$ cat config.mk
export PLATFORM = sky130hd
export DESIGN_NAME = multicycle_control_fsm
export DESIGN_NICKNAME = d
export VERILOG_FILES = /design/src/rtl/multicycle_control_fsm.sv
export SDC_FILE = /design/constraint.sdc
export NUM_CORES = 1
export LEC_CHECK = 0
export CAP_MARGIN = 20
export CORE_MARGIN = 3
export CORE_UTILIZATION = 40
export DETAILED_ROUTE_END_ITERATION = 10
export PLACE_DENSITY = 0.77
export SLEW_MARGIN = 20
export SYNTH_ARGS = -nofsm -noshare
export SYNTH_HDL_FRONTEND = slang
export SYNTH_SLANG_ARGS = --single-unit
$ cat constraint.sdc
create_clock -name clk -period 2 [get_ports clk]
set_input_delay 0.3 -clock clk [delete_from_list [all_inputs] [get_ports clk]]
set_output_delay 0.3 -clock clk [all_outputs]
set_load 0.01 [all_outputs]
$ cat src/rtl/multicycle_control_fsm.sv
// Moore control unit for a multicycle load/store datapath. Strobes and selects are
// registered from the next state, so an asynchronous reset presents FETCH values at once.
module multicycle_control_fsm (
   input  logic       clk,
   input  logic       reset,
   input  logic [1:0] op,
   input  logic [5:0] funct,
   input  logic [3:0] cond,
   input  logic       alu_zero,
   output logic       pc_write,
   output logic       ir_write,
   output logic       reg_write,
   output logic       mem_write,
   output logic       adr_src,
   output logic [1:0] alu_src_a,
   output logic [1:0] alu_src_b,
   output logic [1:0] result_src,
   output logic [1:0] alu_control,
   output logic [1:0] imm_src,
   output logic       flag_zero,
   output logic [3:0] state
);

   typedef enum logic [3:0] {
      S_FETCH    = 4'd0,
      S_DECODE   = 4'd1,
      S_MEMADR   = 4'd2,
      S_MEMREAD  = 4'd3,
      S_MEMWB    = 4'd4,
      S_MEMWRITE = 4'd5,
      S_EXECR    = 4'd6,
      S_EXECI    = 4'd7,
      S_ALUWB    = 4'd8,
      S_BRANCH   = 4'd9
   } state_t;

   typedef struct packed {
      logic       pc_write;
      logic       ir_write;
      logic       reg_write;
      logic       mem_write;
      logic       adr_src;
      logic [1:0] alu_src_a;
      logic [1:0] alu_src_b;
      logic [1:0] result_src;
      logic [1:0] alu_control;
   } ctrl_t;

   localparam logic [3:0] CMD_AND = 4'b0000;
   localparam logic [3:0] CMD_SUB = 4'b0010;
   localparam logic [3:0] CMD_ADD = 4'b0100;
   localparam logic [3:0] CMD_CMP = 4'b1010;
   localparam logic [3:0] CMD_ORR = 4'b1100;

   function automatic logic cmd_defined(input logic [3:0] cmd);
      logic ok;
      case (cmd)
         CMD_AND, CMD_SUB, CMD_ADD, CMD_CMP, CMD_ORR: ok = 1'b1;
         default:                                    ok = 1'b0;
      endcase
      return ok;
   endfunction

   function automatic logic [1:0] alu_decode(input logic [3:0] cmd);
      logic [1:0] ctl;
      case (cmd)
         CMD_ADD: ctl = 2'b00;
         CMD_SUB: ctl = 2'b01;
         CMD_AND: ctl = 2'b10;
         CMD_ORR: ctl = 2'b11;
         CMD_CMP: ctl = 2'b01;
         default: ctl = 2'b00;
      endcase
      return ctl;
   endfunction

   function automatic logic cond_pass(input logic [3:0] c, input logic z);
      logic pass;
      case (c)
         4'b0000: pass = z;
         4'b0001: pass = ~z;
         4'b1110: pass = 1'b1;
         default: pass = 1'b0;
      endcase
      return pass;
   endfunction

   function automatic ctrl_t ctrl_for(input state_t s, input logic [3:0] cmd);
      ctrl_t c;
      c = '0;
      case (s)
         S_FETCH: begin
            c.ir_write   = 1'b1;
            c.pc_write   = 1'b1;
            c.alu_src_a  = 2'b10;
            c.alu_src_b  = 2'b10;
            c.result_src = 2'b10;
         end
         S_DECODE: begin
            c.alu_src_a  = 2'b10;
            c.alu_src_b  = 2'b10;
            c.result_src = 2'b10;
         end
         S_MEMADR:   c.alu_src_b = 2'b01;
         S_MEMREAD:  c.adr_src   = 1'b1;
         S_MEMWB: begin
            c.result_src = 2'b01;
            c.reg_write  = 1'b1;
         end
         S_MEMWRITE: begin
            c.adr_src   = 1'b1;
            c.mem_write = 1'b1;
         end
         S_EXECR:    c.alu_control = alu_decode(cmd);
         S_EXECI: begin
            c.alu_src_b   = 2'b01;
            c.alu_control = alu_decode(cmd);
         end
         S_ALUWB:    c.reg_write = 1'b1;
         S_BRANCH: begin
            c.alu_src_b  = 2'b01;
            c.result_src = 2'b10;
            c.pc_write   = 1'b1;
         end
         default:    c = '0;
      endcase
      return c;
   endfunction

   state_t     r_state;
   state_t     w_next;
   ctrl_t      r_ctrl;
   logic       r_flag_zero;
   logic [3:0] w_cmd;
   logic       w_exec;
   logic       w_flag_load;

   assign w_cmd       = funct[4:1];
   assign w_exec      = (r_state == S_EXECR) || (r_state == S_EXECI);
   assign w_flag_load = w_exec && (funct[0] || (w_cmd == CMD_CMP));

   // Next-state selection; a failed condition or undefined instruction is nullified in DECODE
   always_comb begin
      w_next = S_FETCH;
      case (r_state)
         S_FETCH:  w_next = S_DECODE;
         S_DECODE: begin
            if (!cond_pass(cond, r_flag_zero) || (op == 2'b11) ||
                ((op == 2'b00) && !cmd_defined(w_cmd))) begin
               w_next = S_FETCH;
            end else begin
               case (op)
                  2'b01:   w_next = S_MEMADR;
                  2'b00:   w_next = funct[5] ? S_EXECI : S_EXECR;
                  2'b10:   w_next = S_BRANCH;
                  default: w_next = S_FETCH;
               endcase
            end
         end
         S_MEMADR:  w_next = funct[0] ? S_MEMREAD : S_MEMWRITE;
         S_MEMREAD: w_next = S_MEMWB;
         S_EXECR, S_EXECI: begin
            if (w_cmd == CMD_CMP) begin
               w_next = S_FETCH;
            end else begin
               w_next = S_ALUWB;
            end
         end
         default:   w_next = S_FETCH;
      endcase
   end

   // State, registered control word and stored zero flag
   always_ff @(posedge clk or posedge reset) begin
      if (reset) begin
         r_state     <= S_FETCH;
         r_ctrl      <= ctrl_for(S_FETCH, 4'd0);
         r_flag_zero <= 1'b0;
      end else begin
         r_state <= w_next;
         r_ctrl  <= ctrl_for(w_next, w_cmd);
         if (w_flag_load) begin
            r_flag_zero <= alu_zero;
         end
      end
   end

   assign pc_write    = r_ctrl.pc_write;
   assign ir_write    = r_ctrl.ir_write;
   assign reg_write   = r_ctrl.reg_write;
   assign mem_write   = r_ctrl.mem_write;
   assign adr_src     = r_ctrl.adr_src;
   assign alu_src_a   = r_ctrl.alu_src_a;
   assign alu_src_b   = r_ctrl.alu_src_b;
   assign result_src  = r_ctrl.result_src;
   assign alu_control = r_ctrl.alu_control;
   assign imm_src     = op;
   assign flag_zero   = r_flag_zero;
   assign state       = r_state;

endmodule

==> Word level (Yosys, flattened, before mapping) <==
Cells that the tools add are included.
{ "word_totals": {"reg_bits": 18, "word_cells": 78} }
{ "classes": {"eq_ne": 23, "muxes": 20, "n_bitwise": 1, "n_reduce_logical": 23} }
{ "op_table": {"columns": ["op", "count"], "rows": [
  ["4-bit by 3-bit equality test with 1-bit output, second input constant", 7],
  ["4-bit by 2-bit equality test with 1-bit output, second input constant", 5],
  ["4-bit equality test, second input constant", 5],
  ["4-bit case mux with 5 select lines", 1],
  ["4-bit logical NOT", 4],
  ["2-bit OR reduction", 7],
  ["4-bit by 1-bit equality test with 1-bit output, second input constant", 3],
  ["4-bit case mux with 3 select lines", 1],
  ["1-bit two-way mux", 9],
  ["4-bit two-way mux", 2],
  ["2-bit case mux with 2 select lines", 2],
  ["2-bit case mux with 3 select lines", 1],
  ["3-bit OR reduction", 2],
  ["5-bit OR reduction", 1],
  ["2-bit equality test, second input constant", 2],
  ["1-bit logical OR", 4],
  ["2-bit two-way mux", 2],
  ["3-bit two-way mux", 1],
  ["1-bit case mux with 3 select lines", 1],
  ["2-bit by 1-bit equality test with 1-bit output, second input constant", 1],
  ["1-bit logical AND", 2],
  ["1-bit logical NOT", 2],
  ["2-bit logical NOT", 1],
  ["1-bit inverter", 1]
]} }

==> Logic depth before layout (Yosys ltp) <==
{ "depth": {"word_depth": 12, "mapped_depth": 6, "ltp_nobuf": 5} }

==> Worst setup path before layout <==
OpenSTA, ideal clock, no wires.
{ "synth_timing": {"path_type": "flip-flop to flip-flop", "from": "register r_flag_zero (netlist: flag_zero)", "to": "register r_ctrl, in the netlist alu_src_b[0]", "setup_time_ns": 0.121, "t_arrival_ns": 1.542, "path_slack_ns": 0.338, "stages_incl_launch_ff": 7, "path_buffers": 1, "synth_period_minus_slack_ns": 1.662, "cell_sequence": "dfrtp_1 > nor2_1 > o41a_1 > nor4_2 > buf_6 > nor2_1 > a22o_1"} }
{ "synth_between": {"elab_chain_cells": 11} }
{ "synth_rtl": {"columns": ["element", "line_no", "rtl"], "rows": [
  ["from (decl)", "133", "logic r_flag_zero;"],
  ["from (signal assigned)", "183", "r_flag_zero <= alu_zero;"],
  ["1-bit inverter", "81", "4'b0001: pass = ~z;"],
  ["1-bit case mux with 3 select lines (*)", "79", "case (c)"],
  ["1-bit two-way mux (*)", "145", "case (r_state)"],
  ["1-bit logical NOT (*)", "148", "if (!cond_pass(cond, r_flag_zero) || (op == 2'b11) ||"],
  ["1-bit logical OR (*) (2 in series)", "148", null],
  ["4-bit two-way mux (*)", "148", null],
  ["4-bit case mux with 5 select lines (*)", "145", null],
  ["4-bit equality test, or another cell as far along", "91", "case (s)"],
  ["3-bit OR reduction (no line) or 2-bit OR reduction (tied branches)", null, null],
  ["2-bit case mux with 2 select lines (*)", "91", null],
  ["to (signal assigned)", "177", "r_ctrl <= ctrl_for(S_FETCH, 4'd0);"],
  ["to (signal assigned)", "181", "r_ctrl <= ctrl_for(w_next, w_cmd);"],
  ["to (decl)", "132", "ctrl_t r_ctrl;"]
]} }
Mark *: on every way between the ends. The rest lies on a longest branch, timed or not. The select of a mux whose other input is x is not followed.
A chain may end at the register's enable or synchronous reset.

==> Worst setup path after layout <==
{ "layout_timing": {"from": "input port cond[0]", "to": "register r_ctrl, in the netlist alu_src_b[0]"} }
{ "layout_between": {"elab_chain_cells": 11} }
{ "layout_rtl": {"columns": ["element", "line_no", "rtl"], "rows": [
  ["from (decl)", "8", "input logic [3:0] cond,"],
  ["4-bit equality test, or another cell as far along", "79", null],
  ["1-bit case mux with 3 select lines (*)", "79", null],
  ["1-bit two-way mux (*)", "145", null],
  ["1-bit logical NOT (*)", "148", null],
  ["1-bit logical OR (*) (2 in series)", "148", null],
  ["4-bit two-way mux (*)", "148", null],
  ["4-bit case mux with 5 select lines (*)", "145", null],
  ["4-bit equality test, or another cell as far along", "91", null],
  ["3-bit OR reduction (no line) or 2-bit OR reduction (tied branches)", null, null],
  ["2-bit case mux with 2 select lines (*)", "91", null]
]} }
Marks and branches as above.

==> results_dict.tcl <==
set metrics [dict create \
    status "finished, final reports clean" \
    dp_hpwl_um 1370 \
    clockBufferDepth 2 \
    p_seq_share_pct 47.1 \
    synth_area_um2 801 \
    viasPerCell 4.75 \
    area_delta_synth_final_pct 52.8 \
    path_buf_inv 2 \
    synth_top_area_cell "dfrtp_1" \
    critPathMaxFanout 10 \
    swShare_pct 28.6 \
    ys_seq_area_share_pct 53.9 \
    end_kind "register" \
    final_nets 129 \
    postCtsHoldBufs 0 \
    port-buffer-count 33 \
    async_flop_share_pct 100 \
    globalRouteOverflowTotal 0 \
    synth_edf_count 0 \
    clkTransAtPathRegs_ns 0.10 \
    pre_cts_ws_ns -0.0876 \
    wirelength_um 1700 \
    vdd_drop_max_uv 432 \
    first_iter_violations 5 \
    place_area_um2 1200 \
    core_um2 1800 \
    antenna_found_initial 0 \
    switchingPower_uw 264 \
    fin_skew_ns 0.00418 \
    crit_type "in2reg" \
    synthTopCellsByArea "dfrtp_1 38%, dfstp_2 16%, nand2_1 3.8%" \
    setup_tns_ns 0 \
    slew_headroom_pct 58.9 \
    mostFrequentLayoutCell "clkdlybuf4s50_1" \
    synth_seq_cells 17 \
    arrival_ns 1.96 \
    vias 656 \
    first_pass_iters 4 \
    synthFlopType "dfrtp_1" \
    power_frac_comb_pct 33.7 \
    drive_gt1_share_pct 23.9 \
    rows 15 \
    final-setup-viol-count 0 \
    syn_nets 86 \
    cts_tree "yes" \
    critPathSlowestCell "clkdlybuf4s50_1" \
    finalCritPeriodShare_pct 88.7 \
    rsz0062_at_grt "no" \
    worstSkewPairLatency_ns 0.28 \
    die_h_um 50.7 \
    htreeDepth 1 \
    synth.avg_cell_area_um2 11.3 \
    yosys.area.top_type_share_pct 37.5 \
    finalMaxSlewViolations 0 \
    grt_pass1_wl_um 2730 \
    worst_slack_ns 0.225 \
    worstPathRequired_ns 2.18 \
    powerDensity_nw_per_um2 755 \
    min-delay-path-class "in2async" \
    post-route-util_pct 67.9 \
    worst_pin_slew_ns 0.615 \
    postCtsSetupBuffers 0 \
    cts.sinks 17 \
    yosysUniqueCellTypes 31 \
    most-common-layout-cells "33 x clkdlybuf4s50_1, 12 x dfrtp_1, 9 x buf_4" \
    syn_inst 71 \
    timing.max_cap.violations 0 \
    ios 35 \
    grt_usage_pct 14.5 \
    crit_family "buffers and inverters" \
    p_int_uw 660 \
    cts_made_buffers 3 \
    die-area_um2 2570 \
    min_period_ns 1.77 \
    grt_max_degree 18 \
    crit_chain "clkdlybuf4s50_1 > nor2_1 > o41a_1 > nor4_2 > buf_4 > nor2_1 > a22o_1" \
    drc 0 \
    die_x_um 50.7 \
    cts_resized 0 \
    grt_pass1_vias 648 \
    p_total_uw 924 \
    p_clk_share_pct 19.2 \
    initial_core_util_pct 44.4 \
    critPathMostFrequentCell "nor2_1" \
    ant_nets 0 \
    hold_viol 0 \
    ys_warn_count 0 \
    wl_per_cell_um 12.3 \
    num_antenna_cells 0 \
    max_freq_ghz 0.563 \
    nFillCells 153 \
    fin_area_um2 1220 \
    p_leak_nw 0.560 \
    cpPeakStageDelay_ns 0.50 \
    gp_congestion 0.810 \
    ctsRootBufferMaster "clkbuf_4" \
    startpoint_type "primary input" \
]
-- power by group through the flow --
| stage | Combinational, mW | Sequential [mW] | Clock (mW) |
|---|---|---|---|
| finish | 0.311 | 0.436 | 0.178 |
| floorplan | 0.125 | 0.467 | 0 |
| global placement | 0.309 | 0.442 | 0 |
| CTS | 0.315 | 0.437 | 0.184 |
| global route | 0.333 | 0.445 | 0.199 |
| detailed placement | 0.313 | 0.444 | 0 |
-- area by class of cell --
class	count	area [um^2]	area share, %
sequential	17	432	35.3
timing repair buffer	42	398	32.5
tap	25	31.3	2.56
clock inverter	1	5.00	0.409
clock buffer	3	22.5	1.84
inverter	1	3.75	0.307
multi-input combinational	49	332	27.1
-- layer usage --
metal	share of wire, %	GRT usage, %	wire length [um]
met1	42	16.5	714
met2	53	25.2	896
met3	5.2	3.86	89
met4	0	6.73	0
met5	0	0	0
-- state kept, by name, indices dropped and copies added, names as in the netlist --
name,flops
adr_src,1
alu_control,2
alu_src_a,1
state,4
alu_src_b,2
flag_zero,1
ir_write,1
pc_write,1
mem_write,1
reg_write,1
result_src,2
-- worst paths after layout --
| check | from | end | slack (ns) | cells past startpoint |
|---|---|---|---|---|
| worst max-delay path | cond[0] | alu_src_b[0] | 0.23 | 7 |
| max in group asynchronous | reset | state[1] | 1.22 | 2 |
| worst max register to register | state[3] | alu_src_b[0] | 0.36 | 6 |
| worst min register to register | state[0] | adr_src | 0.55 | 1 |
| worst min-delay path | reset | alu_src_b[0] | 0.38 | 2 |
| min in group clk | state[0] | adr_src | 0.55 | 1 |
-- cell usage after synthesis, types with 2 or more instances --
library cell and number:
nor3_1 4, nor3_2 2, nor2_1 6, mux2_2 2, a21oi_1 3, nand2_1 8
a21o_1 3, nand2b_1 2, dfrtp_1 12, nand3_1 2, dfstp_2 5, buf_4 3
-- kinds of logic (layout without fill, tap and decap cells) --
kind of cell | after synthesis | in the layout | share of synthesized area, %
other | 1 | 1 | 0.468
buffers and inverters | 5 | 47 | 4.69
DFF | 17 | 17 | 53.9
and+or+nand+nor | 34 | 34 | 24.8
xor gates and xnor gates | 1 | 1 | 1.09
AOI/OAI and AO/OA | 11 | 11 | 12.2
muxes | 2 | 2 | 2.81
-- stage by stage --
stage | cells | hold slack (ns)
final | 138 | 0.383
after global routing | 138 | 0.424
after CTS | 138 | 0.395
after detailed placement | 134 | 0.545
after global placement | 134 | 0.544
after floorplan | 71 | 0.222
No activity file was read; power rests on OpenSTA's default activity.
